==> src/rtl/zoe_seg_sequencer_if.sv <==
// ---------------------------------------------------------------------------
// zoe_seg_sequencer_if
//   Bundles the buffer-write, control and display signals of the
//   7-segment digit sequencer.
//   master : drives writes/control (wr_en, wr_addr, wr_data, len, start,
//            stop, hold, step), observes display outputs
//   slave  : the sequencer; drives code, code_valid, busy, wrap
// ---------------------------------------------------------------------------
interface zoe_seg_sequencer_if;
    logic       wr_en;
    logic [2:0] wr_addr;
    logic [3:0] wr_data;
    logic [2:0] len;
    logic       start;
    logic       stop;
    logic       hold;
    logic       step;
    logic [3:0] code;
    logic       code_valid;
    logic       busy;
    logic       wrap;

    modport master (
        output wr_en, wr_addr, wr_data, len, start, stop, hold, step,
        input  code, code_valid, busy, wrap
    );

    modport slave (
        input  wr_en, wr_addr, wr_data, len, start, stop, hold, step,
        output code, code_valid, busy, wrap
    );
endinterface

==> src/rtl/zoe_seg_sequencer.sv <==
// ---------------------------------------------------------------------------
// zoe_seg_sequencer
//   Steps through an 8-entry buffer of 4-bit digit codes, showing each for
//   MAX_COUNT clocks. Supports run, hold/single-step and stop.
//   clk   : rising-edge clock
//   rst_n : asynchronous active-low reset (clears buffer too)
//   bus   : slave side of zoe_seg_sequencer_if
//           in : wr_en, wr_addr, wr_data, len, start, stop, hold, step
//           out: code, code_valid, busy, wrap (all registered)
// ---------------------------------------------------------------------------
module zoe_seg_sequencer #(
    parameter int unsigned MAX_COUNT = 1000,
    parameter int unsigned DEPTH     = 8
) (
    input  logic                clk,
    input  logic                rst_n,
    zoe_seg_sequencer_if.slave  bus
);
    localparam int unsigned CNT_W = (MAX_COUNT > 2) ? $clog2(MAX_COUNT) : 1;

    typedef enum logic [1:0] {
        IDLE,
        RUN,
        PAUSE
    } state_e;

    state_e             state_q;
    logic [2:0]         idx_q;
    logic [CNT_W-1:0]   cnt_q;
    logic [3:0]         mem_q [DEPTH];
    logic               wrap_pend_q;
    logic [3:0]         code_q;
    logic               code_valid_q;
    logic               busy_q;
    logic               wrap_q;

    logic [2:0]         idx_adv_d;
    logic               wrap_adv_d;
    logic               tick_d;

    // Advance rule: any idx at or past len wraps to 0, so shrinking len
    // below the current idx forces a wrap on the next advance.
    always_comb begin
        wrap_adv_d = (idx_q >= bus.len);
        idx_adv_d  = wrap_adv_d ? 3'd0 : idx_q + 3'd1;
        tick_d     = (cnt_q == CNT_W'(MAX_COUNT - 1));
    end

    always_ff @(posedge clk or negedge rst_n) begin
        if (!rst_n) begin
            state_q      <= IDLE;
            idx_q        <= '0;
            cnt_q        <= '0;
            wrap_pend_q  <= 1'b0;
            code_q       <= '0;
            code_valid_q <= 1'b0;
            busy_q       <= 1'b0;
            wrap_q       <= 1'b0;
            for (int unsigned i = 0; i < DEPTH; i++) begin
                mem_q[i] <= '0;
            end
        end else begin
            // Outputs reflect the pre-edge state/idx/buffer (one cycle behind).
            code_q       <= (state_q != IDLE) ? mem_q[idx_q] : '0;
            code_valid_q <= (state_q != IDLE);
            busy_q       <= (state_q != IDLE);
            // Wrap is delayed one extra stage so it lines up with the
            // code returning to entry 0.
            wrap_q       <= wrap_pend_q;
            wrap_pend_q  <= 1'b0;

            if (bus.wr_en) begin
                mem_q[bus.wr_addr] <= bus.wr_data;
            end

            unique case (state_q)
                IDLE: begin
                    if (bus.stop) begin
                        state_q <= IDLE;
                    end else if (bus.start) begin
                        state_q <= RUN;
                        idx_q   <= '0;
                        cnt_q   <= '0;
                    end else if (bus.hold && bus.step) begin
                        state_q <= PAUSE;
                        idx_q   <= '0;
                    end
                end
                RUN: begin
                    if (bus.stop) begin
                        state_q <= IDLE;
                    end else if (bus.start) begin
                        idx_q <= '0;
                        cnt_q <= '0;
                    end else begin
                        // A tick coinciding with hold still advances.
                        if (tick_d) begin
                            cnt_q       <= '0;
                            idx_q       <= idx_adv_d;
                            wrap_pend_q <= wrap_adv_d;
                        end else if (!bus.hold) begin
                            cnt_q <= cnt_q + CNT_W'(1);
                        end
                        if (bus.hold) begin
                            state_q <= PAUSE;
                        end
                    end
                end
                PAUSE: begin
                    if (bus.stop) begin
                        state_q <= IDLE;
                    end else if (bus.start) begin
                        state_q <= RUN;
                        idx_q   <= '0;
                        cnt_q   <= '0;
                    end else if (!bus.hold) begin
                        state_q <= RUN;
                    end else if (bus.step) begin
                        idx_q       <= idx_adv_d;
                        wrap_pend_q <= wrap_adv_d;
                    end
                end
                default: state_q <= IDLE;
            endcase
        end
    end

    assign bus.code       = code_q;
    assign bus.code_valid = code_valid_q;
    assign bus.busy       = busy_q;
    assign bus.wrap       = wrap_q;
endmodule
==> src/flat_wrapper.sv <==
// flat-port wrapper written by rule: the top's interface ports become plain ports
module zoe_seg_sequencer_flat 
#(
    parameter int unsigned MAX_COUNT = 1000,
    parameter int unsigned DEPTH     = 8
)
  (clk, rst_n, bus_wr_en, bus_wr_addr, bus_wr_data, bus_len, bus_start, bus_stop, bus_hold, bus_step, bus_code, bus_code_valid, bus_busy, bus_wrap);
  zoe_seg_sequencer_if bus_i ();
  input  logic clk;
  input  logic rst_n;
  input wire logic [$bits(bus_i.wr_en)-1:0] bus_wr_en;
  input wire logic [$bits(bus_i.wr_addr)-1:0] bus_wr_addr;
  input wire logic [$bits(bus_i.wr_data)-1:0] bus_wr_data;
  input wire logic [$bits(bus_i.len)-1:0] bus_len;
  input wire logic [$bits(bus_i.start)-1:0] bus_start;
  input wire logic [$bits(bus_i.stop)-1:0] bus_stop;
  input wire logic [$bits(bus_i.hold)-1:0] bus_hold;
  input wire logic [$bits(bus_i.step)-1:0] bus_step;
  output wire logic [$bits(bus_i.code)-1:0] bus_code;
  output wire logic [$bits(bus_i.code_valid)-1:0] bus_code_valid;
  output wire logic [$bits(bus_i.busy)-1:0] bus_busy;
  output wire logic [$bits(bus_i.wrap)-1:0] bus_wrap;
  assign bus_i.wr_en = bus_wr_en;
  assign bus_i.wr_addr = bus_wr_addr;
  assign bus_i.wr_data = bus_wr_data;
  assign bus_i.len = bus_len;
  assign bus_i.start = bus_start;
  assign bus_i.stop = bus_stop;
  assign bus_i.hold = bus_hold;
  assign bus_i.step = bus_step;
  assign bus_code = bus_i.code;
  assign bus_code_valid = bus_i.code_valid;
  assign bus_busy = bus_i.busy;
  assign bus_wrap = bus_i.wrap;
  zoe_seg_sequencer #(.MAX_COUNT(MAX_COUNT), .DEPTH(DEPTH)) u_core (.clk(clk), .rst_n(rst_n), .bus(bus_i));
endmodule
==> config.mk <==
export PLATFORM = sky130hd
export DESIGN_NAME = zoe_seg_sequencer_flat
export DESIGN_NICKNAME = d
export VERILOG_FILES = /design/src/rtl/zoe_seg_sequencer_if.sv /design/src/rtl/zoe_seg_sequencer.sv /design/src/flat_wrapper.sv
export SDC_FILE = /design/constraint.sdc
export NUM_CORES = 1
export LEC_CHECK = 0
export CAP_MARGIN = 20
export CORE_ASPECT_RATIO = 0.7
export CORE_MARGIN = 2
export CORE_UTILIZATION = 55
export CTS_CLUSTER_DIAMETER = 150
export DETAILED_ROUTE_END_ITERATION = 6
export PLACE_DENSITY = 0.77
export SLEW_MARGIN = 20
export SYNTH_ARGS = -nofsm -noshare
export SYNTH_HDL_FRONTEND = slang
export SYNTH_SLANG_ARGS = --single-unit
==> constraint.sdc <==
create_clock -name clk -period 4.55 [get_ports clk]
set_input_delay 0.6825 -clock clk [delete_from_list [all_inputs] [get_ports clk]]
set_output_delay 0.6825 -clock clk [all_outputs]
set_load 0.02 [all_outputs]
# == Word-level counts from Yosys, hierarchy flattened ==
# Cells that the tools add are included.
# totals
reg_bits,54
out_inout_bits,7
# op_classes
addsub,2
n_lt_le_gt_ge,4
n_eq_ne,17
muxes,44
n_bitwise,2
n_reduce_logical,10
# op_table
cell,count
two-way mux 10 bit,6
two-way mux 3 bit,11
bitwise mux 32 bit,1
one-hot mux 10 bit (2 select lines),1
two-way mux 2 bit,9
two-way mux 4 bit,4
binary-select mux 4 bit (select 3 bit),1
demux 4 bit (select 3 bit),1
!= test 3 bit (second input constant),4
adder 10 x 1 -> 10 bit (second input constant),1
equality test 10 bit (second input constant),1
one-hot mux 3 bit (3 select lines),1
greater-or-equal comparator 4 bit (second input constant),2
!= test 2 bit (second input constant),4
!= test 4 x 3 -> 1 bit (second input constant),2
inverter 3 -> 4 bit,2
AND reduction 8 bit,1
two-way mux 1 bit,7
!= test 3 x 2 -> 1 bit (second input constant),2
one-hot mux 2 bit (3 select lines),1
AND reduction 5 bit,1
< comparator 4 x 1 -> 1 bit (second input constant),1
!= test 4 bit (second input constant),1
AND reduction 4 bit,1
11 further kinds,13

# == Logic depth before layout (Yosys ltp) ==
# depth
ltp_word,7
mapped_depth,8

# == Worst setup path after synthesis ==
# Ideal clock, no wire load.
# synth_path
path_kind,input to register
startpoint,input bus_start
endpoint,register u_core.cnt_q[8]
setup_ns,0.126
arrival_time_ns,1.844
required_time_ns,4.424
path_slack_ns,2.580
cell_stages,6
path_cell_list,buf_2 > nor2b_1 > o21bai_1 > and3b_1 > buf_2 > a221o_1
# synth_via
elab_chain_len,3
elab_cells_between_ends,6
cone_classes,2 x eq/ne; 3 x mux; 1 x reduce/logical
# synth_rtl
item,line_no,rtl
start: declaration,flat_wrapper.sv:15,input wire logic [$bits(bus_i.start)-1:0] bus_start;
two-way mux 10 bit,zoe_seg_sequencer.sv:92,end else if (bus.start) begin
two-way mux 10 bit,zoe_seg_sequencer.sv:90,if (bus.stop) begin
one-hot mux 10 bit (2 select lines),zoe_seg_sequencer.sv:76,unique case (state_q)
end signal: assignment,zoe_seg_sequencer.sv:102,cnt_q <= cnt_q + CNT_W'(1);
end: declaration,zoe_seg_sequencer.sv:29,logic [CNT_W-1:0] cnt_q;
# Parallel ways exist; a longest one is shown, timed or not. The select of a mux whose other input is x is not followed.
# A chain may end at the register's enable or synchronous reset.

# == Final worst setup path ==
# layout_path
startpoint,input bus_start
endpoint,register u_core.cnt_q[7]
# The elaborated chain is that of the path after synthesis.

==> flow_summary.yaml <==
status:
  status: "finished clean"
setup_path:
  rr_worst_depth: 6
  cp_data_required_time_ns: 4.74
  arrival_ns: 2.52
  startpoint_type: "input port"
  critPathTopFamily: "buffers and inverters"
  max_stage_delay_ns: 0.64
  r2r_slack_ns: 2.27
  crit_type: "in -> reg"
  cp_max_fo: 10
  path_cells: "clkdlybuf4s50_1 -> nor2b_1 -> o21bai_1 -> or2_1 -> a221o_1"
  r2r-end: "u_core.cnt_q[7]$_DFFE_PN0P_"
  r2r-start: "u_core.state_q[0]$_DFFE_PN0P_"
  crit_path_end_kind: "register"
  critical_path.slowest_cell: "clkdlybuf4s50_1"
  worst-path-buf-inv: 1
layout:
  drive_above_1_share_pct: 22.1
  area_delta_synth_final_pct: 13.0
  final_common_cell: "dfrtp_1"
  layout.cells.most_common_list: "dfrtp_1 (54), mux2_2 (35), clkdlybuf4s50_1 (22), nor2_1 (13), inv_1 (12)"
  fill_cells: 399
  antenna_cells: 0
  nets: 275
logic_synthesis:
  synth_fp_nets: 253
  synth_edf_count: 0
  yosysSeqAreaShare_pct: 48.1
  synthFlopType: "dfrtp_1"
  ys_ff_latch: 54
  synth_top_area_cell: "dfrtp_1"
  synth_top_area_share_pct: 48.1
  syn_area_um2: 2810
  ys_warn_count: 0
  synth_area_leaders: "dfrtp_1 (48%), mux2_2 (14%), mux4_2 (6.4%), ha_1 (4.5%), a221o_1 (1.8%)"
  async_flop_share_pct: 100
  syn_inst: 226
  synth_cell_types: 47
  syn_avg_cell_area_um2: 12.4
floorplan:
  dieHeight_um: 63.8
  die_area_um2: 5700
  start_util_pct: 58.1
  io_pins: 24
  num_rows: 21
  dieWidth_um: 89.4
  core_um2: 4830
detailed_routing:
  drt-total-wl_um: 5290
  vias: 1868
  drc: 0
  ant_nets: 0
  wl_per_cell_um: 16.6
  drtIter0Drc: 129
  avgViaCountPerCell: 5.87
  drt_first_pass_iters: 4
global_routing:
  grtUsageMet2_pct: 29.6
  grt_usage_pct: 20.6
  gr-usage-met1_pct: 32.7
  gr-usage-met3_pct: 4.65
  grt-busiest-layer: "met1"
  grt-ovfl-total: 0
  grt_max_degree: 55
  grt_pass1_vias: 1790
  grt_pass1_wl_um: 8940
  antenna_found_initial: 0
sta:
  layout_min_cycle_time_ns: 2.33
  final-hold-violation-count: 0
  setup-tns-final_ns: 0
  max_slew_margin_pct: 52.1
  tightest_slew_ns: 0.717
  finalSetupViolations: 0
  fin_crit_sh_pct: 51.1
  maxSlewViolCount: 0
  clock_skew_ns: 0.00709
  fmax_mhz: 430
  rsz0062_at_grt: "false"
pwr:
  p_leak_uw: 0.00139
  total_power_uw: 1440
  peakVddDrop_v: 0.000179
  powerDensity_nw_per_um2: 454
clock_tree:
  numCtsBuffers: 5
  cts_sinks: 54
  clock_latency_ns: 0.30
  root_buffer: "clkbuf_8"
  cts_tree: "built"
  cts_resized: 0
  cts_buffer_depth: 2
  clk_pin_slew_ns: 0.09
  cts_setup_buffers: 0
  h-tree-depth: 2
  cts_hold_buf: 0
placed_design:
  hpwl_um: 3760
  port_buffers: 23
  place.gp.congestion: 0.889
worst_hold_path:
  holdPathEnd: "u_core.bus.wrap$_DFF_PN0_"
  hold_path_depth: 0
  worstHoldPathType: "reg -> reg"
  hold_path.startpoint: "u_core.wrap_pend_q$_DFF_PN0_"
job:
  cap_violations: 0
[cells in the mapped netlist, types with 3 or more instances]
master / number
a21oi_1: 4
a221o_1: 5
and3_1: 6
buf_2: 3
clkbuf_1: 4
dfrtp_1: 54
ha_1: 10
inv_1: 12
mux2_2: 35
mux2i_1: 4
mux4_2: 8
nand2_1: 5
nand2b_1: 3
nand3_1: 6
nand4b_1: 4
nor2_1: 13
nor3_1: 6
o31a_1: 3
[routing by layer]
layer | part of all wire, % | routed length, µm
met1 | 52 | 2760
met2 | 44 | 2330
met3 | 3.5 | 186
met4 | 0.30 | 16
met5 | 0 | 0
[worst register-to-register path: stages (launching register included)]
cell and delay, ns:
dfrtp_1 0.44, inv_1 0.09, ha_1 0.36, a211oi_1 0.30, o21bai_1 0.20, or2_1 0.40
a221o_1 0.39
[kinds of logic after synthesis]
logic type / after synthesis / share of synthesized area, %
simple gates: 60 / 12.3
flops: 54 / 48.1
mux: 49 / 22.7
compound gates: 32 / 9.05
buf+inv: 21 / 3.34
fa+ha+maj: 10 / 4.46
[how the worst max path moves through the flow]
stage / startpoint / to / depth (start not counted)
3_5_place_dp: bus_start / u_core.cnt_q[7]$_DFFE_PN0P_ / 5
5_1_grt: bus_start / u_core.cnt_q[9]$_DFFE_PN0P_ / 5
2_1_floorplan: bus_start / u_core.cnt_q[8]$_DFFE_PN0P_ / 6
6_report: bus_start / u_core.cnt_q[7]$_DFFE_PN0P_ / 5
3_3_place_gp: bus_stop / u_core.cnt_q[6]$_DFFE_PN0P_ / 5
4_1_cts: bus_start / u_core.cnt_q[7]$_DFFE_PN0P_ / 5
[report_power, final]
part / switching [µW] / internal [µW] / leakage, µW
Clock: 154 / 123 / 0.0000472
Combinational: 247 / 261 / 0.000654
Sequential: 79.7 / 578 / 0.000684
[metrics by stage]
| step | worst slack, ns | cells | cell area, µm² | util, % | hold WS, ns |
|---|---|---|---|---|---|
| final | 2.22 | 318 | 3170 | 65.6 | 0.365 |
| after global routing | 2.08 | 318 | 3170 | 65.6 | 0.387 |
| after CTS | 2.24 | 318 | 3170 | 65.6 | 0.365 |
| after detailed placement | 1.92 | 310 | 3080 | 63.7 | 0.344 |
| after global placement | 1.98 | 310 | 3080 | 63.7 | 0.335 |
| after floorplan | 2.58 | 226 | 2810 | - | 0.331 |
[area by class of cell]
cell class	count	area (µm²)	share of cell area [%]
clock inverter	2	12.5	0.394
timing repair buffer	24	233	7.33
multi-input combinational	151	1360	42.9
clock buffer	6	82.6	2.60
tap	69	86.3	2.72
sequential	54	1350	42.6
inverter	12	45.0	1.42
[state kept, by name, summed over array words and instances, names as in the netlist]
| signal | flops |
|---|---|
| u_core.bus.code | 4 |
| u_core.cnt_q | 10 |
| u_core.state_q | 2 |
| u_core.mem_q | 32 |
| u_core.bus.code_valid | 1 |
| u_core.wrap_pend_q | 1 |
| u_core.bus.wrap | 1 |
| u_core.idx_q | 3 |
Note: power is estimated with default switching activity, not from simulation.
